--- config.mk ---
export PLATFORM = sky130hd
export DESIGN_NAME = multiplier_tdm_flat
export DESIGN_NICKNAME = d
export VERILOG_FILES = /design/src/rtl/multiplier_tdm_if.sv /design/src/rtl/multiplier_tdm.sv /design/src/flat_wrapper.sv
export SDC_FILE = /design/constraint.sdc
export NUM_CORES = 1
export LEC_CHECK = 0
export CAP_MARGIN = 5
export CORE_UTILIZATION = 30
export DETAILED_ROUTE_END_ITERATION = 16
export MAX_ROUTING_LAYER = met4
export PLACE_DENSITY = 0.5
export SYNTH_ARGS = -nofsm -noshare
export SYNTH_HDL_FRONTEND = slang
export SYNTH_SLANG_ARGS = --single-unit
--- constraint.sdc ---
create_clock -name clk -period 12.4 [get_ports clk]
set_clock_uncertainty 0.15 [all_clocks]
set_input_delay 2.48 -clock clk [delete_from_list [all_inputs] [get_ports clk]]
set_output_delay 2.48 -clock clk [all_outputs]
set_load 0.01 [all_outputs]
--- src/rtl/multiplier_tdm_if.sv ---
// Frame-level handshake and operand/result buses for the time-multiplexed multiplier.
// The requester drives start and both operand frames; the multiplier returns the result frame and status.
interface multiplier_tdm_if #(
   parameter int BITSIZE  = 16,
   parameter int CHANNELS = 4
);
   logic                         start;
   logic [CHANNELS*BITSIZE-1:0]  in1;
   logic [CHANNELS*BITSIZE-1:0]  in2;
   logic [CHANNELS*BITSIZE-1:0]  out;
   logic                         busy;
   logic                         done;

   modport master (output start, output in1, output in2, input out, input busy, input done);
   modport slave  (input start, input in1, input in2, output out, output busy, output done);
endinterface

--- src/rtl/multiplier_tdm.sv ---
// Multi-channel signed fixed-point multiplier: one shared pipelined multiplier walks a captured
// frame, scales/rounds/saturates each product and publishes the whole frame with a done pulse.
module multiplier_tdm #(
   parameter int BITSIZE  = 16,
   parameter int CHANNELS = 4,
   parameter int FRAC     = BITSIZE - 2,
   parameter int ROUND    = 1,
   parameter int SATURATE = 1
) (
   input  logic             clk,
   input  logic             rst,
   multiplier_tdm_if.slave  bus
);
   localparam int PW = 2 * BITSIZE;
   localparam int W  = PW + 1;
   localparam int IW = (CHANNELS > 1) ? $clog2(CHANNELS) : 1;

   localparam logic [1:0] S_IDLE  = 2'd0;
   localparam logic [1:0] S_MUL   = 2'd1;
   localparam logic [1:0] S_DRAIN = 2'd2;

   localparam logic signed [W-1:0] RND_K = (ROUND != 0) ? (W'(1) << (FRAC - 1)) : '0;
   localparam logic signed [W-1:0] SMAX  = {{(BITSIZE + 2){1'b0}}, {(BITSIZE - 1){1'b1}}};
   localparam logic signed [W-1:0] SMIN  = {{(BITSIZE + 2){1'b1}}, {(BITSIZE - 1){1'b0}}};

   generate
      if (CHANNELS < 1 || FRAC < 1 || FRAC > 2 * BITSIZE - 2) begin : g_bad_params
         $error("multiplier_tdm: illegal parameters CHANNELS=%0d FRAC=%0d", CHANNELS, FRAC);
      end
   endgenerate

   logic signed [BITSIZE-1:0]  a_reg [CHANNELS];
   logic signed [BITSIZE-1:0]  b_reg [CHANNELS];
   logic signed [BITSIZE-1:0]  shadow_reg [CHANNELS];
   logic [CHANNELS*BITSIZE-1:0] out_reg;
   logic signed [PW-1:0]       prod_reg;
   logic [IW-1:0]              idx_reg;
   logic [IW-1:0]              pidx_reg;
   logic                       pvalid_reg;
   logic [1:0]                 state_reg;
   logic                       busy_reg;
   logic                       done_reg;

   logic                       accept;
   logic                       last_issue;
   logic                       write_en;
   logic                       publish;
   logic signed [W-1:0]        rounded;
   logic signed [W-1:0]        shifted;
   logic signed [BITSIZE-1:0]  scaled;

   // busy drops as soon as the last channel is issued, so a start seen on the
   // drain edge chains the next frame without a bubble.
   assign accept     = bus.start && !busy_reg;
   assign last_issue = (idx_reg == IW'(CHANNELS - 1));
   assign write_en   = pvalid_reg && (state_reg == S_MUL || state_reg == S_DRAIN);
   assign publish    = (state_reg == S_DRAIN);

   always_comb begin
      rounded = {prod_reg[PW-1], prod_reg} + RND_K;
      shifted = rounded >>> FRAC;
      scaled  = shifted[BITSIZE-1:0];
      if (SATURATE != 0) begin
         if (shifted > SMAX) begin
            scaled = {1'b0, {(BITSIZE - 1){1'b1}}};
         end else if (shifted < SMIN) begin
            scaled = {1'b1, {(BITSIZE - 1){1'b0}}};
         end
      end
   end

   always_ff @(posedge clk or posedge rst) begin
      if (rst) begin
         state_reg  <= S_IDLE;
         idx_reg    <= '0;
         pidx_reg   <= '0;
         pvalid_reg <= 1'b0;
         prod_reg   <= '0;
         busy_reg   <= 1'b0;
         done_reg   <= 1'b0;
      end else begin
         done_reg <= 1'b0;
         case (state_reg)
            S_IDLE: begin
               if (accept) begin
                  state_reg  <= S_MUL;
                  idx_reg    <= '0;
                  busy_reg   <= 1'b1;
                  pvalid_reg <= 1'b0;
               end
            end
            S_MUL: begin
               prod_reg   <= a_reg[idx_reg] * b_reg[idx_reg];
               pidx_reg   <= idx_reg;
               pvalid_reg <= 1'b1;
               if (last_issue) begin
                  idx_reg   <= '0;
                  busy_reg  <= 1'b0;
                  state_reg <= S_DRAIN;
               end else begin
                  idx_reg <= idx_reg + IW'(1);
               end
            end
            S_DRAIN: begin
               done_reg   <= 1'b1;
               pvalid_reg <= 1'b0;
               if (accept) begin
                  state_reg <= S_MUL;
                  idx_reg   <= '0;
                  busy_reg  <= 1'b1;
               end else begin
                  state_reg <= S_IDLE;
               end
            end
            default: begin
               state_reg <= S_IDLE;
               busy_reg  <= 1'b0;
            end
         endcase
      end
   end

   genvar gi;
   generate
      for (gi = 0; gi < CHANNELS; gi++) begin : g_ch
         always_ff @(posedge clk or posedge rst) begin
            if (rst) begin
               a_reg[gi] <= '0;
               b_reg[gi] <= '0;
            end else if (accept) begin
               a_reg[gi] <= bus.in1[gi*BITSIZE +: BITSIZE];
               b_reg[gi] <= bus.in2[gi*BITSIZE +: BITSIZE];
            end
         end

         // The last channel is still in flight on the publish edge, so it bypasses the shadow.
         always_ff @(posedge clk or posedge rst) begin
            if (rst) begin
               shadow_reg[gi]                 <= '0;
               out_reg[gi*BITSIZE +: BITSIZE] <= '0;
            end else begin
               if (write_en && pidx_reg == IW'(gi)) begin
                  shadow_reg[gi] <= scaled;
               end
               if (publish) begin
                  out_reg[gi*BITSIZE +: BITSIZE] <= (pidx_reg == IW'(gi)) ? scaled : shadow_reg[gi];
               end
            end
         end
      end
   endgenerate

   assign bus.out  = out_reg;
   assign bus.busy = busy_reg;
   assign bus.done = done_reg;
endmodule

--- src/flat_wrapper.sv ---
// flat-port wrapper written by rule: the top's interface ports become plain ports
module multiplier_tdm_flat 
#(
   parameter int BITSIZE  = 16,
   parameter int CHANNELS = 4,
   parameter int FRAC     = BITSIZE - 2,
   parameter int ROUND    = 1,
   parameter int SATURATE = 1
)
  (clk, rst, bus_start, bus_in1, bus_in2, bus_out, bus_busy, bus_done);
  multiplier_tdm_if #(.BITSIZE(BITSIZE), .CHANNELS(CHANNELS)) bus_i ();
  input  logic clk;
  input  logic rst;
  input wire logic [$bits(bus_i.start)-1:0] bus_start;
  input wire logic [$bits(bus_i.in1)-1:0] bus_in1;
  input wire logic [$bits(bus_i.in2)-1:0] bus_in2;
  output wire logic [$bits(bus_i.out)-1:0] bus_out;
  output wire logic [$bits(bus_i.busy)-1:0] bus_busy;
  output wire logic [$bits(bus_i.done)-1:0] bus_done;
  assign bus_i.start = bus_start;
  assign bus_i.in1 = bus_in1;
  assign bus_i.in2 = bus_in2;
  assign bus_out = bus_i.out;
  assign bus_busy = bus_i.busy;
  assign bus_done = bus_i.done;
  multiplier_tdm #(.BITSIZE(BITSIZE), .CHANNELS(CHANNELS), .FRAC(FRAC), .ROUND(ROUND), .SATURATE(SATURATE)) u_core (.clk(clk), .rst(rst), .bus(bus_i));
endmodule
==> flow_summary_export.csv, run 1 <==
group,metric,value,unit
clock_tree,clockRootBuffer,"clkbuf_16",
setup_path,worstSetupEndpointType,"flip-flop",
synthesis,async_flop_share,100,%
setup_path,crit_path_max_fanout,39,
global_routing,grt_pass1_wl,98400,um
floorplan,die_w,273,um
floorplan,core_area,0.0720,mm2
synthesis,synth_edf_count,0,
routing,vias,16400,
routing,wire_per_inst,17.2,um
clock_tree,post_cts_resized,0,
routing,ant_nets,0,
global_routing,grt_pass1_vias,17400,
synthesis,synth.ff_latch_count,284,
global_routing,antenna_found_initial,1,
clock_tree,clk_latency,570,ps
global_routing,track_usage,17.3,%
floorplan,row_count,98,
sta,hold_ws,317,ps
sta,relSlewSlack,18.7,%
final_layout,regArea,0.00711,mm2
clock_tree,clock_path_buffers,3,
sta,worst_pin_slew,1220,ps
floorplan,dieArea,0.0744,mm2
final_layout,layout-drive-gt1-share,5.18,%
synthesis,synth_cell_type_count,58,
sta,min_period,8300,ps
final_layout,nFillCells,7313,
sta,fin_crit_sh,66.9,%
setup_path,crit_path_max_incr_delay,860,ps
floorplan,start_util,30.6,%
sta,rsz0062_at_grt,"false",
job,cap_violations,0,
routing,drc_errors,0,
global_routing,grt_remaining_overflow,0,
global_routing,grt_max_degree,131,
global_routing,top_usage_layer,"met2",
floorplan,ios,197,
synthesis,yosysWarnings,0,
synthesis,synth-seq-area-share,32.3,%
setup_path,cp_slowest_cell,"fa_1",
sta,finalSetupTns,0,ps
synthesis,synthFlopType,"dfrtp_1",
setup_path,required,12710,ps
synthesis,postSynthAreaPerCell,8.98,um2
sta,hold_viol,0,
final_layout,syn_to_final_growth,18.2,%
routing,wl,61000,um
placed_design,detailed_place_hpwl,46900,um
floorplan,die_y,273,um
synthesis,syn_area,0.0220,mm2
outcome,status,"finished, final reports clean",
worst_hold_path,hold_class,"flip-flop to flip-flop",
setup_path,crit_top_cell,"fa_1",
clock_tree,postCtsSetupBuffers,0,
clock_tree,htree_levels,2,
setup_path,cp-start-kind,"flip-flop",
routing,drtIter0Drc,958,
clock_tree,clk_pin_slew,60,ps
placed_design,port_buffers,196,
setup_path,cp_cell_sequence,"buf_4, mux4_2, nand2_1, inv_1, fa_1, fa_1, fa_1, fa_1, fa_1, inv_1, fa_1, inv_1, ha_1, nand2_1, nor3_1, nand3_1, a2111oi_2, o31ai_2, a21boi_0, nor3_1, o31ai_1",
setup_path,critPathArrivalTime,8610,ps
sta,setup_viol,0,
routing,drt_pass1_iterations,5,
global_routing,use_met3,2.26,%
clock_tree,cts_tree,"done",
synthesis,synthCells,2450,
final_layout,finalNetCount,3063,
setup_path,critPathKind,"flip-flop to flip-flop",
clock_tree,cts.sinks,284,
final_layout,multi_input_area,0.0131,mm2
routing,routed_via_density,4.62,
sta,finalMaxSlewViolations,0,
synthesis,syn-num-nets,2928,
global_routing,grt_util_met2,27.3,%
clock_tree,cts_hold_buf,0,
placed_design,place_congestion,0.869,
clock_tree,numCtsBuffers,35,
global_routing,use_met1,23.5,%
sta,fmax,121,MHz
worst max-delay path, delay by kind of cell, from the launching register on:
kind | cells | cell delay, ps
simple gates | 5 | 750
fa+ha+maj | 7 | 3850
buf+inv | 4 | 820
compound gates | 4 | 1240
flops | 1 | 600
mux | 1 | 760
synthesized netlist by cell type (2+ instances only):
| cell | count | area [um2] |
|---|---|---|
| a211oi_1 | 2 | 15.0 |
| a21boi_0 | 2 | 15.0 |
| a21o_1 | 13 | 97.6 |
| a21oi_1 | 31 | 155 |
| a22o_1 | 2 | 17.5 |
| a31oi_1 | 18 | 113 |
| a32o_1 | 2 | 20.0 |
| and2_1 | 36 | 225 |
| and3_1 | 5 | 31.3 |
| and4_1 | 2 | 17.5 |
| buf_1 | 7 | 26.3 |
| clkbuf_1 | 110 | 413 |
| dfrtp_1 | 284 | 7110 |
| fa_1 | 261 | 5230 |
| ha_1 | 86 | 1080 |
| inv_1 | 359 | 1350 |
| mux2_2 | 32 | 360 |
| mux2i_1 | 24 | 240 |
| mux4_2 | 12 | 270 |
| nand2_1 | 643 | 2410 |
| nand2b_1 | 8 | 50.1 |
| nand3_1 | 19 | 95.1 |
| nand4_1 | 5 | 31.3 |
| nor2_1 | 177 | 664 |
| nor2b_1 | 5 | 31.3 |
| nor3_1 | 11 | 55.1 |
| o211ai_1 | 5 | 37.5 |
| o21a_1 | 28 | 210 |
| o21ai_0 | 134 | 671 |
| o21ai_1 | 13 | 65.1 |
| o21bai_1 | 2 | 15.0 |
| o22ai_1 | 46 | 288 |
| o31ai_1 | 4 | 30.0 |
| or2_2 | 2 | 12.5 |
| or3_1 | 4 | 25.0 |
| xnor2_1 | 24 | 210 |
| xor2_1 | 11 | 96.3 |
per-stage QoR:
| stage | std cells | worst slack [ps] | cell area (um2) | utilization, % |
|---|---|---|---|---|
| after floorplan | 2450 | 1930 | 22000 | - |
| after global placement | 3498 | 4160 | 24900 | 34.6 |
| after detailed placement | 3498 | 4020 | 24900 | 34.6 |
| after CTS | 3555 | 4030 | 26000 | 36.1 |
| after global routing | 3556 | 3480 | 26000 | 36.1 |
| final | 3556 | 4100 | 26000 | 36.1 |
path summary, 6_finish.rpt:
check	start	endpoint	slack (ps)	cells after the start
min	u_core.a_reg[59]	u_core.a_reg[59]	320	2
max in group asynchronous	rst	u_core.idx_reg[0]	8360	3
min in group asynchronous	rst	u_core.bus.out[20]	2310	2
min reg2reg	u_core.a_reg[59]	u_core.a_reg[59]	320	2
max	u_core.idx_reg[1]	u_core.prod_reg[30]	4100	21
max reg2reg	u_core.idx_reg[1]	u_core.prod_reg[30]	4100	21
logic make-up after synthesis:
logic type	after synthesis	share of synthesized area [%]
XOR/XNOR	35	1.39
buffers and inverters	479	8.23
AO/OA/AOI/OAI	314	8.64
adder cells (fa/ha/maj)	347	28.6
multiplexers	69	4.02
AND/OR/NAND/NOR	922	16.8
flip-flops	284	32.3
final cells by class:
cell class / instances / share of cell area (%)
Antenna cell: 1 / 0.00963
Clock buffer: 47 / 3.73
Clock inverter: 10 / 0.462
Inverter: 359 / 5.21
Multi-Input combinational cell: 1687 / 50.5
Sequential cell: 284 / 27.3
Tap cell: 950 / 4.57
Timing Repair Buffer: 218 / 8.18
cells in the final DEF, fill, tap and decap left out, types with 35 or more instances in the layout:
cell type	n
and2_1	36
clkbuf_16	35
clkdlybuf4s50_1	196
dfrtp_1	282
fa_1	261
ha_1	85
inv_1	358
nand2_1	643
nor2_1	177
o21ai_0	133
o22ai_1	46
layer usage:
| metal | vias to the layer above | wire (um) | share of wire (%) |
|---|---|---|---|
| met3 | 84 | 2340 | 3.8 |
| li1 | 7865 | - | - |
| met4 | 0 | 1400 | 2.3 |
| met2 | 367 | 28200 | 46 |
| met1 | 8112 | 29100 | 48 |
| met5 | - | 0 | 0 |
Power of run 1 is left out: the tool's default activity adds up to more than one toggle a clock period on the data nets, which glitch-free logic cannot reach.
==> run 2: changes to the inputs <==
Clock period 12.4 ns to 8.7 ns, I/O delays scaled along.
==> run 2 against run 1 <==
Against the previous run: non-clock buffer count up 22; sequential share of layout area down 0.30 points; global-route usage up 0.30 points; final cell count up 0.79%; worst setup slack worse by 3300 ps; routed wire length up 2.8%; worst hold slack better by 3.5 ps; flip-flop and latch count unchanged; register-to-register slack worse by 3300 ps; final area up 1.1%; utilization up 0.40 points; critical path depth up 2.
==> flow_summary_export.csv, run 2 (same netlist as run 1, synthesis figures left out) <==
group,metric,value,unit
clock_tree,cts.sinks,284,
clock_tree,clk_pin_slew,60,ps
placed_design,port_buffers,196,
setup_path,crit_path_max_incr_delay,900,ps
placed_design,place_congestion,0.893,
clock_tree,clock_path_buffers,3,
outcome,status,"finished, final reports clean",
global_routing,top_usage_layer,"met2",
placed_design,dp.cells,3520,
final_layout,multi_input_area,0.0131,mm2
clock_tree,numCtsBuffers,35,
sta,finalSetupTns,0,ps
routing,vias,16500,
routing,drtIter0Drc,937,
sta,relSlewSlack,19.7,%
final_layout,finalNetCount,3085,
sta,fmax,127,MHz
routing,drc_errors,0,
setup_path,path_buf_inv,4,
global_routing,grt_pass1_wl,99400,um
clock_tree,clk_latency,560,ps
sta,rsz0062_at_grt,"false",
final_layout,nFillCells,7286,
routing,wl,62700,um
floorplan,start_util,30.6,%
clock_tree,postCtsSetupBuffers,0,
setup_path,startpoint,"u_core.idx_reg[1]",
clock_tree,cts_hold_buf,0,
routing,routed_via_density,4.61,
global_routing,track_usage,17.6,%
floorplan,ios,197,
routing,ant_nets,0,
setup_path,crit_family,"adder cells",
global_routing,grt_pass1_vias,17500,
sta,worst_pin_slew,1200,ps
setup_path,cp_cell_sequence,"buf_4, mux2i_1, nand2_1, o21a_1, nand2_1, inv_1, fa_1, fa_1, fa_1, fa_1, fa_1, inv_1, fa_1, inv_1, ha_1, nand2_1, nor3_1, nand3_1, a2111oi_2, o31ai_2, a21boi_0, nor3_1, o31ai_1",
final_layout,layout-drive-gt1-share,6.15,%
setup_path,crit_top_cell,"fa_1",
final_layout,final_common_cell,"nand2_1",
global_routing,use_met3,1.99,%
routing,wire_per_inst,17.5,um
global_routing,use_met1,24.3,%
routing,drt_pass1_iterations,5,
setup_path,r2r_cells,23,
final_layout,layout.cells.non_filler,3584,
floorplan,die_y,273,um
setup_path,regToRegStartpoint,"u_core.idx_reg[1]",
floorplan,die_w,273,um
setup_path,required,8990,ps
global_routing,grt_max_degree,139,
setup_path,timing.rr.end,"u_core.prod_reg[30]",
final_layout,layout_common_cells,"nand2_1 (643), inv_1 (358), dfrtp_1 (282)",
clock_tree,clockRootBuffer,"clkbuf_16",
final_layout,syn_to_final_growth,19.5,%
setup_path,crit_path_max_fanout,17,
global_routing,grt_util_met2,27.8,%
placed_design,detailed_place_hpwl,48500,um
setup_path,ff2ff_setup_slack,830,ps
global_routing,grt_remaining_overflow,0,
clock_tree,post_cts_resized,0,
setup_path,worstSetupEndpointType,"flip-flop",
sta,finalMaxSlewViolations,0,
setup_path,crit_end,"u_core.prod_reg[30]",
worst_hold_path,hold_class,"flip-flop to flip-flop",
sta,setup_viol,0,
global_routing,antenna_found_initial,0,
setup_path,cp_slowest_cell,"fa_1",
sta,min_period,7870,ps
sta,fin_crit_sh,90.5,%
setup_path,critPathKind,"flip-flop to flip-flop",
sta,hold_viol,0,
floorplan,core_area,0.0720,mm2
setup_path,path_depth,23,
clock_tree,cts_tree,"done",
setup_path,cp-start-kind,"flip-flop",
floorplan,dieArea,0.0744,mm2
final_layout,regArea,0.00711,mm2
clock_tree,htree_levels,2,
floorplan,row_count,98,
setup_path,critPathArrivalTime,8160,ps
job,cap_violations,0,
==> run 2: cell type report <==
type / instances / share of cell area, %
Multi-Input combinational cell: 1687 / 49.9
Sequential cell: 284 / 27.0
Timing Repair Buffer: 240 / 8.82
Inverter: 359 / 5.14
Tap cell: 950 / 4.52
Clock buffer: 50 / 3.89
Clock inverter: 13 / 0.652
Antenna cell: 1 / 0.00952
==> run 2: how the worst min path moves through the flow <==
stage               cells past startpoint  slack, ps              from                to
global route                            2        340   u_core.a_reg[0]   u_core.a_reg[0]
finish                                  2        320  u_core.b_reg[50]  u_core.b_reg[50]
floorplan                               2        290  u_core.a_reg[18]  u_core.a_reg[18]
global placement                        2        300  u_core.a_reg[19]  u_core.a_reg[19]
detailed placement                      2        310  u_core.b_reg[18]  u_core.b_reg[18]
CTS                                     2        320  u_core.a_reg[20]  u_core.a_reg[20]
==> run 2: metrics by stage <==
stage	hold slack (ps)	instance area, um2	setup slack (ps)	utilization, %
after floorplan	290	22000	1070	-
after global placement	303	25100	967	34.9
after detailed placement	308	25100	678	34.9
after CTS	323	26300	691	36.5
after global routing	339	26300	134	36.5
final	320	26300	830	36.5
==> run 2: routing by layer <==
layer	share of wire, %	up-vias
met5	0	-
met4	2.0	0
met3	3.8	73
met2	46	395
met1	48	8142
li1	-	7917
==> run 2: tightest hold or removal path, stage by stage, from the launching register on <==
cell	delay, ps
dfrtp_1	340
nand2_1	50
nand2_1	50
Power of run 2 is left out for the same reason.
==> run 3: changes to the inputs <==
Settings changed: PLACE_DENSITY 0.5 to unset, TNS_END_PERCENT set to 30.
==> run 3 against run 2 <==
Against the previous run: worst setup slack got worse by 2.7 ps; maximum frequency about the same; non-clock buffer count decreased by 9; flip-flop and latch count unchanged; register-to-register slack about the same; critical endpoint unchanged.
==> flow_summary_export.csv, run 3 (same netlist as run 1, synthesis figures left out) <==
group,metric,value,unit
worst_hold_path,holdPathEnd,"u_core.b_reg[30]",
sta,rsz0062_at_grt,"false",
final_layout,fin_util,36.3,%
sta,setup_viol,0,
routing,met2_length,25000,um
routing,drc_errors,0,
clock_tree,cts_hold_buf,0,
worst_hold_path,hold_path_depth,2,
setup_path,cp_slowest_cell,"dfrtp_2",
sta,fmax,127,MHz
setup_path,crit_path_max_incr_delay,700,ps
setup_path,worstSetupEndpointType,"flip-flop",
clock_tree,clk_latency,580,ps
placed_design,port_buffers,196,
final_layout,layout.cells.non_filler,3565,
job,cap_violations,0,
final_layout,final_common_cell,"nand2_1",
sta,layout_setup_ws,828,ps
clock_tree,cts_tree,"done",
sta,finalSetupTns,0,ps
floorplan,die_w,273,um
routing,vias,16400,
outcome,status,"finished, final reports clean",
setup_path,r2r_cells,23,
routing,highest_layer,"met4",
final_layout,antenna_cells,0,
final_layout,syn_to_final_growth,18.7,%
clock_tree,cts.sinks,284,
sta,finalMaxSlewViolations,0,
routing,wire_per_inst,16.2,um
clock_tree,htree_levels,1,
final_layout,layout-drive-gt1-share,5.66,%
setup_path,required,9020,ps
final_layout,finalNetCount,3072,
setup_path,cp_cell_sequence,"buf_12, mux2_2, o21ai_0, nor2_1, fa_1, inv_1, fa_1, fa_1, inv_1, fa_1, fa_1, inv_1, fa_1, inv_1, ha_1, nand2_1, nor3_1, nand3_1, a2111oi_2, o31ai_2, a21boi_0, nor3_1, o31ai_1",
global_routing,grt_pass1_vias,16800,
setup_path,cp-start-kind,"flip-flop",
sta,min_period,7870,ps
setup_path,crit_path_max_fanout,32,
floorplan,row_count,98,
clock_tree,clockRootBuffer,"clkbuf_16",
setup_path,crit_top_cell,"fa_1",
global_routing,grt_pass1_wl,93500,um
setup_path,path_buf_inv,5,
clock_tree,numCtsBuffers,31,
setup_path,crit_family,"adder cells",
setup_path,critPathKind,"flip-flop to flip-flop",
clock_tree,postCtsSetupBuffers,0,
global_routing,grt_remaining_overflow,0,
sta,fin_crit_sh,90.5,%
routing,ant_nets,0,
setup_path,ff2ff_setup_slack,830,ps
routing,routed_via_density,4.60,
global_routing,grt_max_degree,165,
final_layout,nFillCells,7367,
final_layout,layout_common_cells,"nand2_1 (643), inv_1 (358), dfrtp_1 (282)",
setup_path,critPathArrivalTime,8200,ps
global_routing,track_usage,16.4,%
worst_hold_path,min_from,"u_core.b_reg[30]",
worst_hold_path,hold_class,"flip-flop to flip-flop",
floorplan,start_util,30.6,%
clock_tree,post_cts_resized,0,
floorplan,core_area,0.0720,mm2
routing,drt_pass1_iterations,6,
sta,worst_pin_slew,1170,ps
setup_path,path_depth,23,
clock_tree,clk_pin_slew,70,ps
routing,wl,57700,um
placed_design,dp.cells,3510,
setup_path,timing.rr.end,"u_core.prod_reg[30]",
global_routing,antenna_found_initial,0,
sta,relSlewSlack,21.4,%
placed_design,detailed_place_hpwl,43500,um
routing,drt-met1-wl,28000,um
placed_design,pre_cts_ws,799,ps
placed_design,place_congestion,0.924,
final_layout,regArea,0.00711,mm2
final_layout,multi_input_area,0.0131,mm2
clock_tree,clock_path_buffers,3,
routing,drtIter0Drc,1199,
setup_path,regToRegStartpoint,"u_core.idx_reg[1]",
floorplan,die_y,273,um
routing,route.met3.wl,3180,um
sta,hold_viol,0,
floorplan,dieArea,0.0744,mm2
floorplan,ios,197,
run 3: cell types whose count changed in the layout (fill, tap and decap cells not counted), sizes merged:
cell and change:
diode -1, clkinvlp +1, buf -9, bufinv +2, clkbuf -9, inv -2
clkinv -1
run 3: worst register-to-register path, delay by kind of cell, from the launching register on:
kind	cells	cell delay, ps
simple gates	5	790
buf+inv	5	520
flops	1	700
mux	1	390
fa+ha+maj	7	3330
compound gates	5	1890
run 3: area by class of cell:
class,count,area share (%)
sequential,284,27.2
multi-input combinational,1687,50.2
clock buffer,41,3.38
clock inverter,13,0.786
inverter,359,5.17
tap,950,4.55
timing repair buffer,231,8.64
run 3: worst max path at each step:
stage | from | endpoint | slack [ps]
2_1_floorplan | u_core.idx_reg[1] | u_core.prod_reg[31] | 1070
3_3_place_gp | u_core.idx_reg[1] | u_core.prod_reg[30] | 950
3_5_place_dp | u_core.idx_reg[1] | u_core.prod_reg[30] | 800
4_1_cts | u_core.idx_reg[1] | u_core.prod_reg[30] | 790
5_1_grt | u_core.idx_reg[1] | u_core.prod_reg[30] | 330
6_report | u_core.idx_reg[1] | u_core.prod_reg[30] | 830
run 3: per-stage QoR:
| stage | cell area (um2) | hold WS [ps] |
|---|---|---|
| final | 26100 | 320 |
| after CTS | 26100 | 323 |
| after global placement | 25000 | 303 |
| after global routing | 26100 | 331 |
| after floorplan | 22000 | 290 |
| after detailed placement | 25000 | 309 |
run 3: per-layer routing:
metal | track usage (%) | vias up
met1 | 23.4 | 7903
met4 | 3.96 | 0
li1 | - | 7887
met5 | - | -
met3 | 1.92 | 100
met2 | 24.6 | 508
Power of run 3 is left out for the same reason.
